## config.mk

```make
export PLATFORM = sky130hd
export DESIGN_NAME = shift_mux_scheduler
export DESIGN_NICKNAME = d
export VERILOG_FILES = /design/src/rtl/shift_mux_scheduler.sv
export SDC_FILE = /design/constraint.sdc
export NUM_CORES = 1
export LEC_CHECK = 0
export CAP_MARGIN = 40
export CORE_UTILIZATION = 43
export DETAILED_ROUTE_END_ITERATION = 16
export PLACE_DENSITY = 0.89
export SYNTH_ARGS = -nofsm -noshare
export SYNTH_HDL_FRONTEND = slang
export SYNTH_SLANG_ARGS = --single-unit
```

## constraint.sdc

```tcl
create_clock -name clk -period 2.3 [get_ports clk]
set_clock_uncertainty 0.05 [all_clocks]
set_input_delay 0.46 -clock clk [delete_from_list [all_inputs] [get_ports clk]]
set_output_delay 0.46 -clock clk [all_outputs]
set_load 0.005 [all_outputs]
```

## src/rtl/shift_mux_scheduler.sv

```systemverilog
// Round-robin scheduler sharing one external combinational left shifter among N_REQ requesters.
// Stage 1 holds the granted operand/width for the shifter; stage 2 captures the result for a backpressured output.
module shift_mux_scheduler #(
  parameter int DATA_W  = 8,
  parameter int SHIFT_W = 3,
  parameter int N_REQ   = 4,
  parameter int ID_W    = 2
) (
  input  logic                       clk,
  input  logic                       Reset,
  input  logic [N_REQ-1:0]           req_valid,
  input  logic [N_REQ*DATA_W-1:0]    req_data,
  input  logic [N_REQ*SHIFT_W-1:0]   req_shift,
  output logic [N_REQ-1:0]           req_ready,
  output logic [DATA_W-1:0]          sh_a,
  output logic [SHIFT_W-1:0]         sh_width,
  input  logic [DATA_W-1:0]          sh_result,
  output logic                       out_valid,
  output logic [DATA_W-1:0]          out_data,
  output logic [ID_W-1:0]            out_id,
  input  logic                       out_ready,
  output logic                       busy,
  output logic [15:0]                grant_cnt
);

  logic               s1_valid_q,  s1_valid_d;
  logic [DATA_W-1:0]  sh_a_q,      sh_a_d;
  logic [SHIFT_W-1:0] sh_width_q,  sh_width_d;
  logic [ID_W-1:0]    s1_id_q,     s1_id_d;
  logic               out_valid_q, out_valid_d;
  logic [DATA_W-1:0]  out_data_q,  out_data_d;
  logic [ID_W-1:0]    out_id_q,    out_id_d;
  logic [ID_W-1:0]    rr_ptr_q,    rr_ptr_d;
  logic [15:0]        grant_cnt_q, grant_cnt_d;

  logic               s2_load;
  logic               s1_load;
  logic               grant_found;
  logic               accept;
  logic [ID_W-1:0]    grant_idx;
  logic [ID_W-1:0]    cand_idx;
  logic [ID_W:0]      cand_sum;
  logic [N_REQ-1:0]   grant_oh;

  // Stage 2 frees when empty or draining; stage 1 frees when empty or moving into stage 2.
  assign s2_load = s1_valid_q & (~out_valid_q | out_ready);
  assign s1_load = ~s1_valid_q | s2_load;

  // Search from rr_ptr upward with wrap; the extra sum bit keeps the wrap test exact for any N_REQ.
  always_comb begin : arbiter
    // NOTE: every variable gets a default before any conditional write, so no latch is inferred.
    grant_found = 1'b0;
    grant_idx   = '0;
    cand_sum    = '0;
    cand_idx    = '0;
    for (int k = 0; k < N_REQ; k++) begin
      cand_sum = {1'b0, rr_ptr_q} + (ID_W+1)'(k);
      if (cand_sum >= (ID_W+1)'(N_REQ)) begin
        cand_sum = cand_sum - (ID_W+1)'(N_REQ);
      end
      cand_idx = cand_sum[ID_W-1:0];
      if (!grant_found && req_valid[cand_idx]) begin
        grant_found = 1'b1;
        grant_idx   = cand_idx;
      end
    end
  end

  assign accept = grant_found & s1_load;

  // Reset gates the grant combinationally: stage 1 looks empty during reset.
  always_comb begin
    grant_oh = '0;
    if (Reset && accept) begin
      grant_oh[grant_idx] = 1'b1;
    end
  end

  always_comb begin
    s1_valid_d  = s1_valid_q;
    sh_a_d      = sh_a_q;
    sh_width_d  = sh_width_q;
    s1_id_d     = s1_id_q;
    out_valid_d = out_valid_q;
    out_data_d  = out_data_q;
    out_id_d    = out_id_q;
    rr_ptr_d    = rr_ptr_q;
    grant_cnt_d = grant_cnt_q;

    if (s1_load) begin
      s1_valid_d = accept;
      if (accept) begin
        sh_a_d      = req_data[int'(grant_idx)*DATA_W +: DATA_W];
        sh_width_d  = req_shift[int'(grant_idx)*SHIFT_W +: SHIFT_W];
        s1_id_d     = grant_idx;
        rr_ptr_d    = (grant_idx == ID_W'(N_REQ-1)) ? '0 : grant_idx + 1'b1;
        grant_cnt_d = grant_cnt_q + 16'd1;
      end
    end

    if (s2_load) begin
      out_valid_d = 1'b1;
      out_data_d  = sh_result;
      out_id_d    = s1_id_q;
    end else if (out_valid_q && out_ready) begin
      out_valid_d = 1'b0;
    end
  end

  // NOTE: sequential state uses non-blocking assignments so every flop samples pre-edge values.
  always_ff @(posedge clk or negedge Reset) begin
    if (!Reset) begin
      s1_valid_q  <= 1'b0;
      sh_a_q      <= '0;
      sh_width_q  <= '0;
      s1_id_q     <= '0;
      out_valid_q <= 1'b0;
      out_data_q  <= '0;
      out_id_q    <= '0;
      rr_ptr_q    <= '0;
      grant_cnt_q <= '0;
    end else begin
      s1_valid_q  <= s1_valid_d;
      sh_a_q      <= sh_a_d;
      sh_width_q  <= sh_width_d;
      s1_id_q     <= s1_id_d;
      out_valid_q <= out_valid_d;
      out_data_q  <= out_data_d;
      out_id_q    <= out_id_d;
      rr_ptr_q    <= rr_ptr_d;
      grant_cnt_q <= grant_cnt_d;
    end
  end

  assign req_ready = grant_oh;
  assign sh_a      = sh_a_q;
  assign sh_width  = sh_width_q;
  assign out_valid = out_valid_q;
  assign out_data  = out_data_q;
  assign out_id    = out_id_q;
  assign busy      = s1_valid_q | out_valid_q;
  assign grant_cnt = grant_cnt_q;

endmodule

```

* Word level (Yosys, flattened, before mapping)
Index checks and enable logic that the tools add are counted.
Storage, ports and cells: bits in registers 43, bits of input ports 59
Cells by class: add/subtract/negate cells 9, multipliers 1, magnitude comparators 10, equal/unequal tests 1, shift operators 2, muxes and demuxes 26, bitwise operators 7, reduce and logical (&&, ||, !) cells 11
Operators with widths (number):
- $shiftx 32x6->8 | 1
- $mux 2 | 9
- $add 16x1->16 const B | 1
- $lt 2x3->1 const B | 5
- $shiftx 12x5->3 | 1
- $mux 1 | 11
- $ge 3x3->1 const B | 3
- $bmux 1 s2 | 4
- $sub 2x1->2 const B | 4
- $add 2x2->3 const B | 2
- $logic_and 1x1->1 | 6
- $mul 2x2->4 const B | 1
- $mux 4 | 1
- $add 2x1->3 const B | 1
- $ge 2x3->1 const B | 1
- $logic_not 1->1 | 3
- $or 1x1->1 | 3
- $add 2x1->2 const B | 1
- $and 1x1->1 | 2
- $demux 1 s2 | 1
- $eq 2x2->1 const B | 1
- $ge 2x1->1 const B | 1
- $not 1->1 | 2
- $reduce_and 2->1 | 1
- $reduce_bool 2->1 | 1

* Depth between registers and ports, before layout
Gate-level depths: netlist (run 1).
word-level depth 19, mapped depth 8

* Worst setup path before layout (run 1)
No wires, ideal clock.
path kind input -> output, from input port req_valid[0], to output port req_ready[3], arrival time 1.711 ns, data required time 1.790 ns, setup slack 0.079 ns, stages on the path 7, path through buf_2 > or3b_1 > o221ai_2 > buf_6 > inv_1 > ha_1 > and3_1
On the way: longest elaborated chain between the ends 17
RTL lines:
- start: declaration | line 11 | input logic [N_REQ-1:0] req_valid,
- $bmux 1 s2 | line 62 | if (!grant_found && req_valid[cand_idx]) begin
- $mux 1 (implied by the code) | line 62
- $mux 1 | line 62
- $logic_not 1->1 | line 62
- $logic_and 1x1->1 | line 62
- $mux 1 | line 62
- $logic_not 1->1 | line 62
- $logic_and 1x1->1 | line 62
- $mux 1 | line 62
- $logic_not 1->1 | line 62
- $logic_and 1x1->1 | line 62
- $mux 2 | line 62
- $lt 2x3->1 (implied by the code) / $ge 2x1->1 (equally long branches) | line 75 | grant_oh[grant_idx] = 1'b1;
- $logic_and 1x1->1 (implied by the code) | line 75
- $mux 1 (implied by the code) | line 75
- $demux 1 s2 | line 75
- $mux 4 * | line 74 | if (Reset && accept) begin
- end: declaration | line 14 | output logic [N_REQ-1:0] req_ready,
Every way passes the cells marked *; elsewhere a longest branch is shown, timed or not. The select of a mux whose other input is x is not followed.

* Final worst setup path (run 1)
Ends and elaborated chain as after synthesis.

==> reports/results.ini, run 1 <==
[yosys]
synth_area_um2 = 2420
ffs_latches_synth = 43
yosysTopAreaCell = sky130_fd_sc_hd__dfrtp_1
syn-num-nets = 274
yosys.area.top_type_share = 0.444
async_flop_share = 1.00
post_synth_inst_count = 213
synth_enable_flop_cells = 0
synth_flop_cell = sky130_fd_sc_hd__dfrtp_1
synth.distinct_cells = 44
postSynthAreaPerCell_um2 = 11.4
ys.warnings.count = 0
synth_sequential_area_ratio = 0.444
synth.area.top_cells = sky130_fd_sc_hd__dfrtp_1 (44%), sky130_fd_sc_hd__a2bb2oi_2 (6.2%), sky130_fd_sc_hd__mux2_2 (5.6%)

[clocking]
cts_sinks = 43
tritoncts.num_buffers = 5
cts_tree = built
clock_path_buffers = 2
clk_pin_slew_ps = 80
clockRootBuffer = sky130_fd_sc_hd__clkbuf_8
cts_max_level = 2
clk-insertion-delay-late_ps = 290
postCtsHoldBufs = 0

[cells_and_area]
final_cell_area_um2 = 3860
n_antenna_cell = 0
areaGrowthSynthToFinish_pct = 59.4
finish.cell_count_without_fillers = 415
final_nets = 405
layout-drive-gt1-share = 0.281

[min_path]
hold_path.class = in2async

[sta]
max_clock_freq_mhz = 437
timing.slew.headroom = 0.712
finalSetupViolations = 0
period_share = 0.996
final_critical_path_setup_slack_ps = 9.77
transition_time_at_the_pin_with_the_least_slew_margin_ps = 430
timing.final.hold_violations = 0
final_period_minus_worst_setup_slack_ps = 2290
smallest_hold_slack_ps = 103
final-max-slew-violation-count = 0
rsz0062_at_grt = true

[pwr]
design_power_total_mw = 2.97
pwr-share-seq = 0.390
combPwrFrac = 0.453
power_density_nw_per_um2 = 770
portion_of_total_power_attributed_to_the_clock_network = 0.157
vdd_ir_drop_max_mv = 0.386
switchingPower_mw = 0.950
internal-power_mw = 2.02
power.switching_fraction = 0.320
leakage_nw = 1.69

[worst_setup_path]
cp-end-kind = primary output
critical_path.reg2reg.startpoint = rr_ptr_q[1]$_DFFE_PN0P_
crit_type = in2out
worst_r2r_endpoint = sh_a[5]$_DFFE_PN0P_
cp.arrival_ps = 1780
wp_data_required_ps = 1790
critPathLaunchType = input port
r2r_setup_slack_ps = 500
worst_case_reg_to_reg_path_depth = 5
critical_path_fanouts_max = 6

[run]
cap_viol_max_count = 0

[global_route]
maximum_number_of_pins_on_one_net_before_global_route_repair = 34
vias_in_the_first_global_route = 2370
globalRoute.totalOverflow = 0
antenna_found_initial = 0
track_usage = 0.234
grt_pass1_wl_mm = 11.0

[die]
die_y_um = 77.0
initial_cell_density_of_the_core = 0.459
boundaryPins = 102
dieWidth_um = 77.0
core_area_um2 = 5270
rows = 26
die_area_um2 = 5930

[placed_design]
dpl_cells = 406
gp_congestion = 0.882
post_dp_cell_area_um2 = 3730
portBuffers = 101
post_placement_setup_slack_ps = -728
dpl.hpwl_mm = 4.98

[route]
detailedRoute.firstIterationViolations = 68
detail_route.wirelength_mm = 6.33
route.detailed.drc = 0
detailedRoute.firstPassIterationCount = 4
postRouteAntennaNets = 0
avgViaCountPerCell = 5.24
wire_per_inst_um = 15.2
vias = 2176

[status]
outcome = finished clean

-- logic make-up (layout without fill, tap and decap cells) --
logic type                 after synthesis  count (layout)  synth area share
DFF                                     43              43             0.444
muxes                                   23              23             0.101
buffers and inverters                   27             159            0.0599
and+or+nand+nor                         67              67             0.178
AOI/OAI and AO/OA                       36              36             0.152
xor gates and xnor gates                15              15            0.0543
adders and majority gates                2               2            0.0103
-- per-stage QoR --
step                      TNS (ps)  utilization
after floorplan                  0            -
after global placement       -3730        0.708
after detailed placement     -5230        0.708
after CTS                   -0.533        0.730
after global routing         -43.1        0.732
final                            0        0.732
-- layer usage --
metal / GRT usage / part of all wire / vias up / routed length [um]
met1: 0.269 / 0.40 / 1027 / 2550
li1: - / - / 1043 / -
met2: 0.425 / 0.51 / 98 / 3250
met5: 0 / 0 / - / 0
met3: 0.0607 / 0.071 / 8 / 447
met4: 0.0698 / 0.012 / 0 / 74
-- flip-flops by register name, indices dropped and copies added, names as in the netlist --
name	count
sh_width	3
out_valid	1
out_id	2
grant_cnt	16
s1_valid_q	1
sh_a	8
s1_id_q	2
rr_ptr_q	2
out_data	8
-- cells in the mapped netlist (all sizes together) (2+ instances only) --
cell type  number
o21ai           2
xor2            4
mux2           12
nand4           7
and3            3
inv            15
a2bb2oi        11
and4            2
nor2           10
nand3          15
mux2i          11
ha              2
dfrtp          43
a21oi           3
buf            10
o221ai         13
nand2b          2
nand2          17
xnor2          11
clkbuf          2
-- what timing repair did --
item,4_1_cts,5_1_grt
setup buffers,1,0
resized for setup,26,8
endpoints found under the hold margin,0,0
pin swaps,6,3
endpoints found under the setup margin,4,4
-- worst max-delay path by stage --
stage                       startpoint      endpoint  slack, ps  cells past startpoint
6_report                  req_valid[0]  req_ready[3]         10                      8
5_1_grt        rr_ptr_q[1]$_DFFE_PN0P_  req_ready[3]        -40                      6
4_1_cts        rr_ptr_q[1]$_DFFE_PN0P_  req_ready[3]       -0.5                      6
3_5_place_dp              req_valid[0]  req_ready[3]       -730                      8
3_3_place_gp              req_valid[0]  req_ready[2]       -580                      5
2_1_floorplan             req_valid[0]  req_ready[3]         80                      7
-- cells in the final DEF, fill, tap and decap left out, drive strengths merged, types with 2 or more instances in the layout --
| cell type | synthesis | layout |
|---|---|---|
| xor2 | 4 | 4 |
| o21ai | 2 | 2 |
| mux2i | 11 | 11 |
| clkdlybuf4s50 | 0 | 91 |
| and3 | 3 | 3 |
| dlygate4sd2 | 0 | 5 |
| nand4 | 7 | 7 |
| o221ai | 13 | 13 |
| inv | 15 | 15 |
| nand2 | 17 | 17 |
| a21oi | 3 | 3 |
| a2bb2oi | 11 | 11 |
| dfrtp | 43 | 43 |
| buf | 10 | 38 |
| and4 | 2 | 2 |
| ha | 2 | 2 |
| mux2 | 12 | 12 |
| nand3 | 15 | 15 |
| nor2 | 10 | 10 |
| clkbuf | 2 | 7 |
| nand2b | 2 | 2 |
| xnor2 | 11 | 11 |
-- power groups by stage --
stage | Sequential, mW | Combinational (mW) | Clock (mW)
3_3_place_gp | 1.15 | 1.27 | 0
2_1_floorplan | 1.15 | 0.579 | 0
6_report | 1.16 | 1.35 | 0.465
4_1_cts | 1.16 | 1.33 | 0.476
3_5_place_dp | 1.17 | 1.31 | 0
5_1_grt | 1.19 | 1.45 | 0.513
-- area by class of cell --
cell class / count / area [um^2]
repair buffers: 136 / 1310
clock inverters: 2 / 12.5
multi-input cells: 143 / 1240
fillers: 394 / 1410
flip-flops and latches: 43 / 1080
inverters: 15 / 56.3
clock buffers: 6 / 72.6
well taps: 70 / 87.6
-- critical path: stages --
cell and delay, ps:
sky130_fd_sc_hd__clkdlybuf4s15_2 240, sky130_fd_sc_hd__buf_4 160, sky130_fd_sc_hd__nor2b_2 170, sky130_fd_sc_hd__nor2_2 130, sky130_fd_sc_hd__o22a_1 170, sky130_fd_sc_hd__ha_2 180
sky130_fd_sc_hd__and3_4 180, sky130_fd_sc_hd__buf_6 90
Power figures use the tool's default switching activity.
==> run 2, diff against run 1 <==
Settings changed: CORE_UTILIZATION 43 to 35, PLACE_DENSITY 0.89 to 0.76.
==> reports/results.ini, run 2 (synthesis gave the netlist of run 1 again) <==
[die]
boundaryPins = 102  ; unchanged
die_area_um2 = 7250  ; was 5930 um^2
dieWidth_um = 85.2  ; was 77.0 um
die_y_um = 85.2  ; was 77.0 um
rows = 29  ; was 26
initial_cell_density_of_the_core = 0.373  ; was 0.459
core_area_um2 = 6490  ; was 5270 um^2

[clocking]
tritoncts.num_buffers = 5  ; unchanged
cts_tree = built  ; unchanged
postCtsHoldBufs = 0  ; unchanged
cts_max_level = 2  ; unchanged
clk-insertion-delay-late_ps = 300  ; was 290 ps
cts_sinks = 43  ; unchanged
clockRootBuffer = sky130_fd_sc_hd__clkbuf_8  ; unchanged
clk_pin_slew_ps = 80  ; about the same
clock_path_buffers = 2  ; unchanged

[pwr]
design_power_total_mw = 3.06  ; was 2.97 mW
power_density_nw_per_um2 = 794  ; was 770 nW/um^2
vdd_ir_drop_max_mv = 0.342  ; was 0.386 mV
leakage_nw = 1.68  ; was 1.69 nW

[cells_and_area]
layout-drive-gt1-share = 0.276  ; was 0.281
largest_reg_flops = 16  ; unchanged
n_antenna_cell = 0  ; unchanged
most_frequent_cells_in_the_layout = sky130_fd_sc_hd__clkdlybuf4s50_1 (92), sky130_fd_sc_hd__dfrtp_1 (41), sky130_fd_sc_hd__buf_4 (26), sky130_fd_sc_hd__inv_1 (15), sky130_fd_sc_hd__nand2_1 (15)  ; was sky130_fd_sc_hd__clkdlybuf4s50_1 (91), sky130_fd_sc_hd__dfrtp_1 (42), sky130_fd_sc_hd__buf_4 (30), sky130_fd_sc_hd__nand2_1 (16), sky130_fd_sc_hd__inv_1 (15)
finish.cell_count_without_fillers = 418  ; was 415
areaGrowthSynthToFinish_pct = 59.3  ; was 59.4%
utilization = 0.594  ; was 0.732
final_cell_area_um2 = 3860  ; about the same
final_nets = 401  ; was 405
final_common_cell = sky130_fd_sc_hd__clkdlybuf4s50_1  ; unchanged

[worst_setup_path]
crit_type = in2out  ; unchanged
critical_path_fanouts_max = 5  ; was 6
wp_data_required_ps = 1790  ; about the same
critPathLaunchType = input port  ; unchanged
cp.arrival_ps = 1770  ; was 1780 ps
cp-end-kind = primary output  ; unchanged

[sta]
final-max-slew-violation-count = 0  ; unchanged
final_critical_path_setup_slack_ps = 21.4  ; was 9.77 ps
transition_time_at_the_pin_with_the_least_slew_margin_ps = 548  ; was 430 ps
fin_tns_setup_ps = 0  ; unchanged
finalSetupViolations = 0  ; unchanged
max_clock_freq_mhz = 439  ; was 437 MHz
rsz0062_at_grt = true  ; unchanged
period_share = 0.991  ; was 0.996
timing.slew.headroom = 0.635  ; was 0.712
timing.final.hold_violations = 0  ; unchanged
smallest_hold_slack_ps = 244  ; was 103 ps
final_period_minus_worst_setup_slack_ps = 2280  ; was 2290 ps

[placed_design]
post_dp_cell_area_um2 = 3690  ; was 3730 um^2
portBuffers = 101  ; unchanged
post_placement_setup_slack_ps = -629  ; was -728 ps
dpl_cells = 407  ; was 406
dpl.hpwl_mm = 4.69  ; was 4.98 mm
gp_congestion = 0.865  ; was 0.882

[run]
cap_viol_max_count = 0  ; unchanged

[route]
avgViaCountPerCell = 5.06  ; was 5.24
postRouteAntennaNets = 0  ; unchanged
detailedRoute.firstPassIterationCount = 4  ; unchanged
wire_per_inst_um = 15.1  ; was 15.2 um
detailedRoute.firstIterationViolations = 61  ; was 68
route.detailed.drc = 0  ; unchanged
detail_route.wirelength_mm = 6.30  ; was 6.33 mm
vias = 2115  ; was 2,176

[global_route]
vias_in_the_first_global_route = 2163  ; was 2,370
globalRoute.totalOverflow = 0  ; unchanged
maximum_number_of_pins_on_one_net_before_global_route_repair = 44  ; was 34
antenna_found_initial = 0  ; unchanged
grt_pass1_wl_mm = 10.2  ; was 11.0 mm
track_usage = 0.180  ; was 0.234

[status]
outcome = finished clean  ; unchanged

[min_path]
hold_path.class = in2async  ; unchanged

-- run 2: changes by cell type in the layout (fill, tap and decap cells not counted), sizes merged --
cell           previous run  this run
buf                      38        34
clkinv                    1         2
clkinvlp                  1         0
dlygate4sd2               5         3
clkdlybuf4s15             1         3
clkbuf                    7         5
bufinv                    0         1
clkdlybuf4s50            91        92
-- run 2: worst max-delay path, stage by stage --
cell,delay (ps)
sky130_fd_sc_hd__dlygate4sd2_1,280
sky130_fd_sc_hd__buf_4,160
sky130_fd_sc_hd__nor4_4,360
sky130_fd_sc_hd__nor2_4,80
sky130_fd_sc_hd__buf_4,150
sky130_fd_sc_hd__and3_1,160
sky130_fd_sc_hd__buf_2,120
-- run 2: cell type report --
cell class	count	area (um^2)
inverters	15	56.3
fillers	541	2640
well taps	77	96.3
clock inverters	3	43.8
repair buffers	132	1280
multi-input cells	143	1230
clock buffers	5	68.8
flip-flops and latches	43	1080
-- run 2: final timing paths --
check	start	slack, ps	cells after the start	to
min in group clk	s1_id_q[1]$_DFFE_PN0P_	430	2	s1_id_q[1]$_DFFE_PN0P_
max in group asynchronous	Reset	1560	2	rr_ptr_q[0]$_DFFE_PN0P_
worst min-delay path	Reset	240	2	rr_ptr_q[1]$_DFFE_PN0P_
worst max-delay path	req_valid[1]	20	7	req_ready[3]
worst min register to register	s1_id_q[1]$_DFFE_PN0P_	430	2	s1_id_q[1]$_DFFE_PN0P_
worst max register to register	rr_ptr_q[1]$_DFFE_PN0P_	430	6	sh_a[1]$_DFFE_PN0P_
-- run 2: per-layer routing --
| metal | GRT usage | vias to the layer above | wire length, um |
|---|---|---|---|
| met1 | 0.212 | 980 | 2660 |
| met5 | 0 | - | 0 |
| li1 | - | 1028 | - |
| met2 | 0.312 | 90 | 3080 |
| met3 | 0.0389 | 17 | 375 |
| met4 | 0.0847 | 0 | 184 |
-- run 2: what timing repair did --
| item | CTS | global route |
|---|---|---|
| buffers inserted | 2 | 1 |
| gates resized for setup | 24 | 8 |
| setup endpoints to repair | 4 | 4 |
| pin swaps | 5 | 4 |
-- run 2: where the power goes --
part	internal (mW)	total [mW]	switching, mW
Combinational	0.822	1.31	0.488
Clock	0.323	0.590	0.267
Sequential	0.959	1.16	0.203
==> run 3, diff against run 2 <==
--- a/config.mk
+++ b/config.mk
@@ -10,2 +10,3 @@
 export DETAILED_ROUTE_END_ITERATION = 16
+export GPL_TIMING_DRIVEN = 0
 export PLACE_DENSITY = 0.76
==> constraint.sdc (replaced) <==
create_clock -name clk -period 2.3 [get_ports clk]
set_clock_uncertainty 0.05 [all_clocks]
set_input_delay 0.345 -clock clk [delete_from_list [all_inputs] [get_ports clk]]
set_output_delay 0.345 -clock clk [all_outputs]
set_load 0.005 [all_outputs]
==> reports/results.ini, run 3 (synthesis gave the netlist of run 1 again) <==
[sta]
rsz0062_at_grt = true  ; unchanged
finalSetupViolations = 0  ; unchanged
period_share = 0.968  ; was 0.991
timing.final.hold_violations = 0  ; unchanged
final_critical_path_setup_slack_ps = 72.8  ; was 21.4 ps
final-max-slew-violation-count = 0  ; unchanged
timing.slew.headroom = 0.567  ; was 0.635
max_clock_freq_mhz = 449  ; was 439 MHz
transition_time_at_the_pin_with_the_least_slew_margin_ps = 650  ; was 548 ps
final_period_minus_worst_setup_slack_ps = 2230  ; was 2280 ps
smallest_hold_slack_ps = 275  ; was 244 ps

[route]
postRouteAntennaNets = 0  ; unchanged
detail_route.wirelength_mm = 5.98  ; was 6.30 mm
detailedRoute.firstIterationViolations = 79  ; was 61
wire_per_inst_um = 14.7  ; was 15.1 um
route.detailed.drc = 0  ; unchanged
avgViaCountPerCell = 5.06  ; about the same
detailedRoute.firstPassIterationCount = 4  ; unchanged
vias = 2060  ; was 2,115

[cells_and_area]
final_nets = 390  ; was 401
largest_reg_flops = 16  ; unchanged
layout.filler_cells = 539  ; was 541
final_cell_area_um2 = 3700  ; was 3860 um^2
final_common_cell = sky130_fd_sc_hd__clkdlybuf4s50_1  ; unchanged
seqCellArea_um2 = 1080  ; about the same
layout-drive-gt1-share = 0.218  ; was 0.276
utilization = 0.570  ; was 0.594
most_frequent_cells_in_the_layout = sky130_fd_sc_hd__clkdlybuf4s50_1 (92), sky130_fd_sc_hd__dfrtp_1 (43), sky130_fd_sc_hd__nand2_1 (16), sky130_fd_sc_hd__inv_1 (15), sky130_fd_sc_hd__mux2_2 (12)  ; was sky130_fd_sc_hd__clkdlybuf4s50_1 (92), sky130_fd_sc_hd__dfrtp_1 (41), sky130_fd_sc_hd__buf_4 (26), sky130_fd_sc_hd__inv_1 (15), sky130_fd_sc_hd__nand2_1 (15)
areaGrowthSynthToFinish_pct = 52.9  ; was 59.3%
n_antenna_cell = 0  ; unchanged
multiInputGateArea_um2 = 1220  ; was 1230 um^2
finish.cell_count_without_fillers = 407  ; was 418

[die]
die_area_um2 = 7250  ; unchanged
dieWidth_um = 85.2  ; unchanged
rows = 29  ; unchanged
die_y_um = 85.2  ; unchanged
core_area_um2 = 6490  ; unchanged
boundaryPins = 102  ; unchanged
initial_cell_density_of_the_core = 0.373  ; unchanged

[placed_design]
dpl.hpwl_mm = 4.54  ; was 4.69 mm
portBuffers = 99  ; was 101
gp_congestion = 0.829  ; was 0.865
post_placement_setup_slack_ps = -751  ; was -629 ps
dpl_cells = 390  ; was 407
post_dp_cell_area_um2 = 3520  ; was 3690 um^2

[global_route]
antenna_found_initial = 0  ; unchanged
track_usage = 0.174  ; was 0.180
globalRoute.totalOverflow = 0  ; unchanged
grt_pass1_wl_mm = 9.92  ; was 10.2 mm
maximum_number_of_pins_on_one_net_before_global_route_repair = 32  ; was 44
vias_in_the_first_global_route = 2143  ; was 2,163

[worst_setup_path]
critPathLaunchType = flop  ; was input port
crit_path_cell_trace = buf_6 > or3b_4 > o221ai_4 > inv_1 > ha_1 > and3_1 > clkbuf_2  ; was dlygate4sd2_1 > buf_4 > nor4_4 > nor2_4 > buf_4 > and3_1 > buf_2
critical_path_fanouts_max = 6  ; was 5
cp-end-kind = primary output  ; unchanged
timing.critical_path.slowest_cell_delay_ps = 410  ; was 360 ps
crit_type = reg2out  ; was in2out
critical_path.reg2reg.startpoint = rr_ptr_q[0]$_DFFE_PN0P_  ; was rr_ptr_q[1]$_DFFE_PN0P_
crit_slowest_cell = sky130_fd_sc_hd__or3b_4  ; was sky130_fd_sc_hd__nor4_4
startpoint = rr_ptr_q[1]$_DFFE_PN0P_  ; was req_valid[1]
cp.arrival_ps = 1830  ; was 1770 ps
cpLargestDelayFamily = simple AND/OR/NAND/NOR gates  ; was buffers and inverters
worst-path-buf-inv = 3  ; was 4
wp_data_required_ps = 1900  ; was 1790 ps

[clocking]
clk_pin_slew_ps = 80  ; about the same
cts_tree = built  ; unchanged
tritoncts.num_buffers = 5  ; unchanged
cts_max_level = 2  ; unchanged
clk-insertion-delay-late_ps = 290  ; was 300 ps
clockRootBuffer = sky130_fd_sc_hd__clkbuf_8  ; unchanged
clock_path_buffers = 2  ; unchanged
cts_sinks = 43  ; unchanged

[status]
outcome = finished clean  ; unchanged

[pwr]
combPwrFrac = 0.440  ; was 0.428
switchingPower_mw = 0.929  ; was 0.958 mW
internal-power_mw = 1.97  ; was 2.10 mW
power_density_nw_per_um2 = 782  ; was 794 nW/um^2
power.switching_fraction = 0.321  ; was 0.313
vdd_ir_drop_max_mv = 0.352  ; was 0.342 mV
pwr-share-seq = 0.398  ; was 0.380
leakage_nw = 1.58  ; was 1.68 nW
portion_of_total_power_attributed_to_the_clock_network = 0.162  ; was 0.193

[run]
cap_viol_max_count = 0  ; unchanged

[min_path]
hold_path.class = in2reg  ; was in2async
hp-start = req_valid[3]

[run 3: cell types whose count changed in the layout (fill, tap and decap cells not counted), sizes merged]
cell / previous run / this run
buf: 34 / 20
clkbuf: 5 / 9
clkdlybuf4s15: 3 / 1
dlygate4sd3: 0 / 2
bufinv: 1 / 0
clkinv: 2 / 1
clkinvlp: 0 / 1
[run 3: final cells by class]
cell class,count,area share
plain buffers,11,0.0250
clock buffers,6,0.0196
clock inverters,2,0.00338
inverters,15,0.0152
multi-input cells,143,0.330
flip-flops and latches,43,0.291
well taps,77,0.0260
repair buffers,110,0.290
[run 3: worst paths after layout]
check,endpoint,slack (ps),cells after the start
worst min-delay path,s1_valid_q$_DFFE_PN0N_,280,3
worst max register to register,sh_a[3]$_DFFE_PN0P_,360,5
max in group asynchronous,grant_cnt[14]$_DFFE_PN0P_,660,3
worst min register to register,grant_cnt[15]$_DFFE_PN0P_,430,1
min in group asynchronous,grant_cnt[4]$_DFFE_PN0P_,510,3
worst max-delay path,req_ready[3],70,7
[run 3: power by group through the flow]
| stage | logic, mW | registers, mW | clock network, mW |
|---|---|---|---|
| after CTS | 1.25 | 1.15 | 0.490 |
| after global placement | 1.17 | 1.15 | 0 |
| after detailed placement | 1.19 | 1.17 | 0 |
| after global routing | 1.37 | 1.18 | 0.514 |
| after floorplan | 0.579 | 1.15 | 0 |
| final | 1.27 | 1.15 | 0.469 |
[run 3: tightest hold or removal path, cell delays in order]
cell,delay (ps)
sky130_fd_sc_hd__buf_6,120
sky130_fd_sc_hd__nor4_4,70
sky130_fd_sc_hd__nand2_1,50
[run 3: layer usage]
metal / routed length (um) / global-route usage / up-vias
met2: 3020 / 0.310 / 74
met5: 0 / 0 / -
met4: 63 / 0.0539 / 0
met1: 2530 / 0.207 / 975
met3: 368 / 0.0409 / 7
li1: - / - / 1004
[run 3: through the flow]
| stage | TNS (ps) | total power, mW |
|---|---|---|
| after floorplan | 0 | 1.73 |
| after global placement | -21400 | 2.32 |
| after detailed placement | -3430 | 2.36 |
| after CTS | -191 | 2.90 |
| after global routing | -12.6 | 3.07 |
| final | 0 | 2.90 |
[run 3: timing repair]
| action | CTS | global route |
|---|---|---|
| buffers inserted | 4 | 4 |
| endpoints found under the setup margin | 4 | 2 |
| hold buffers | 2 | 0 |
| gates resized for setup | 16 | 8 |
| pin swaps | 1 | 2 |
| endpoints found under the hold margin | 14 | 0 |
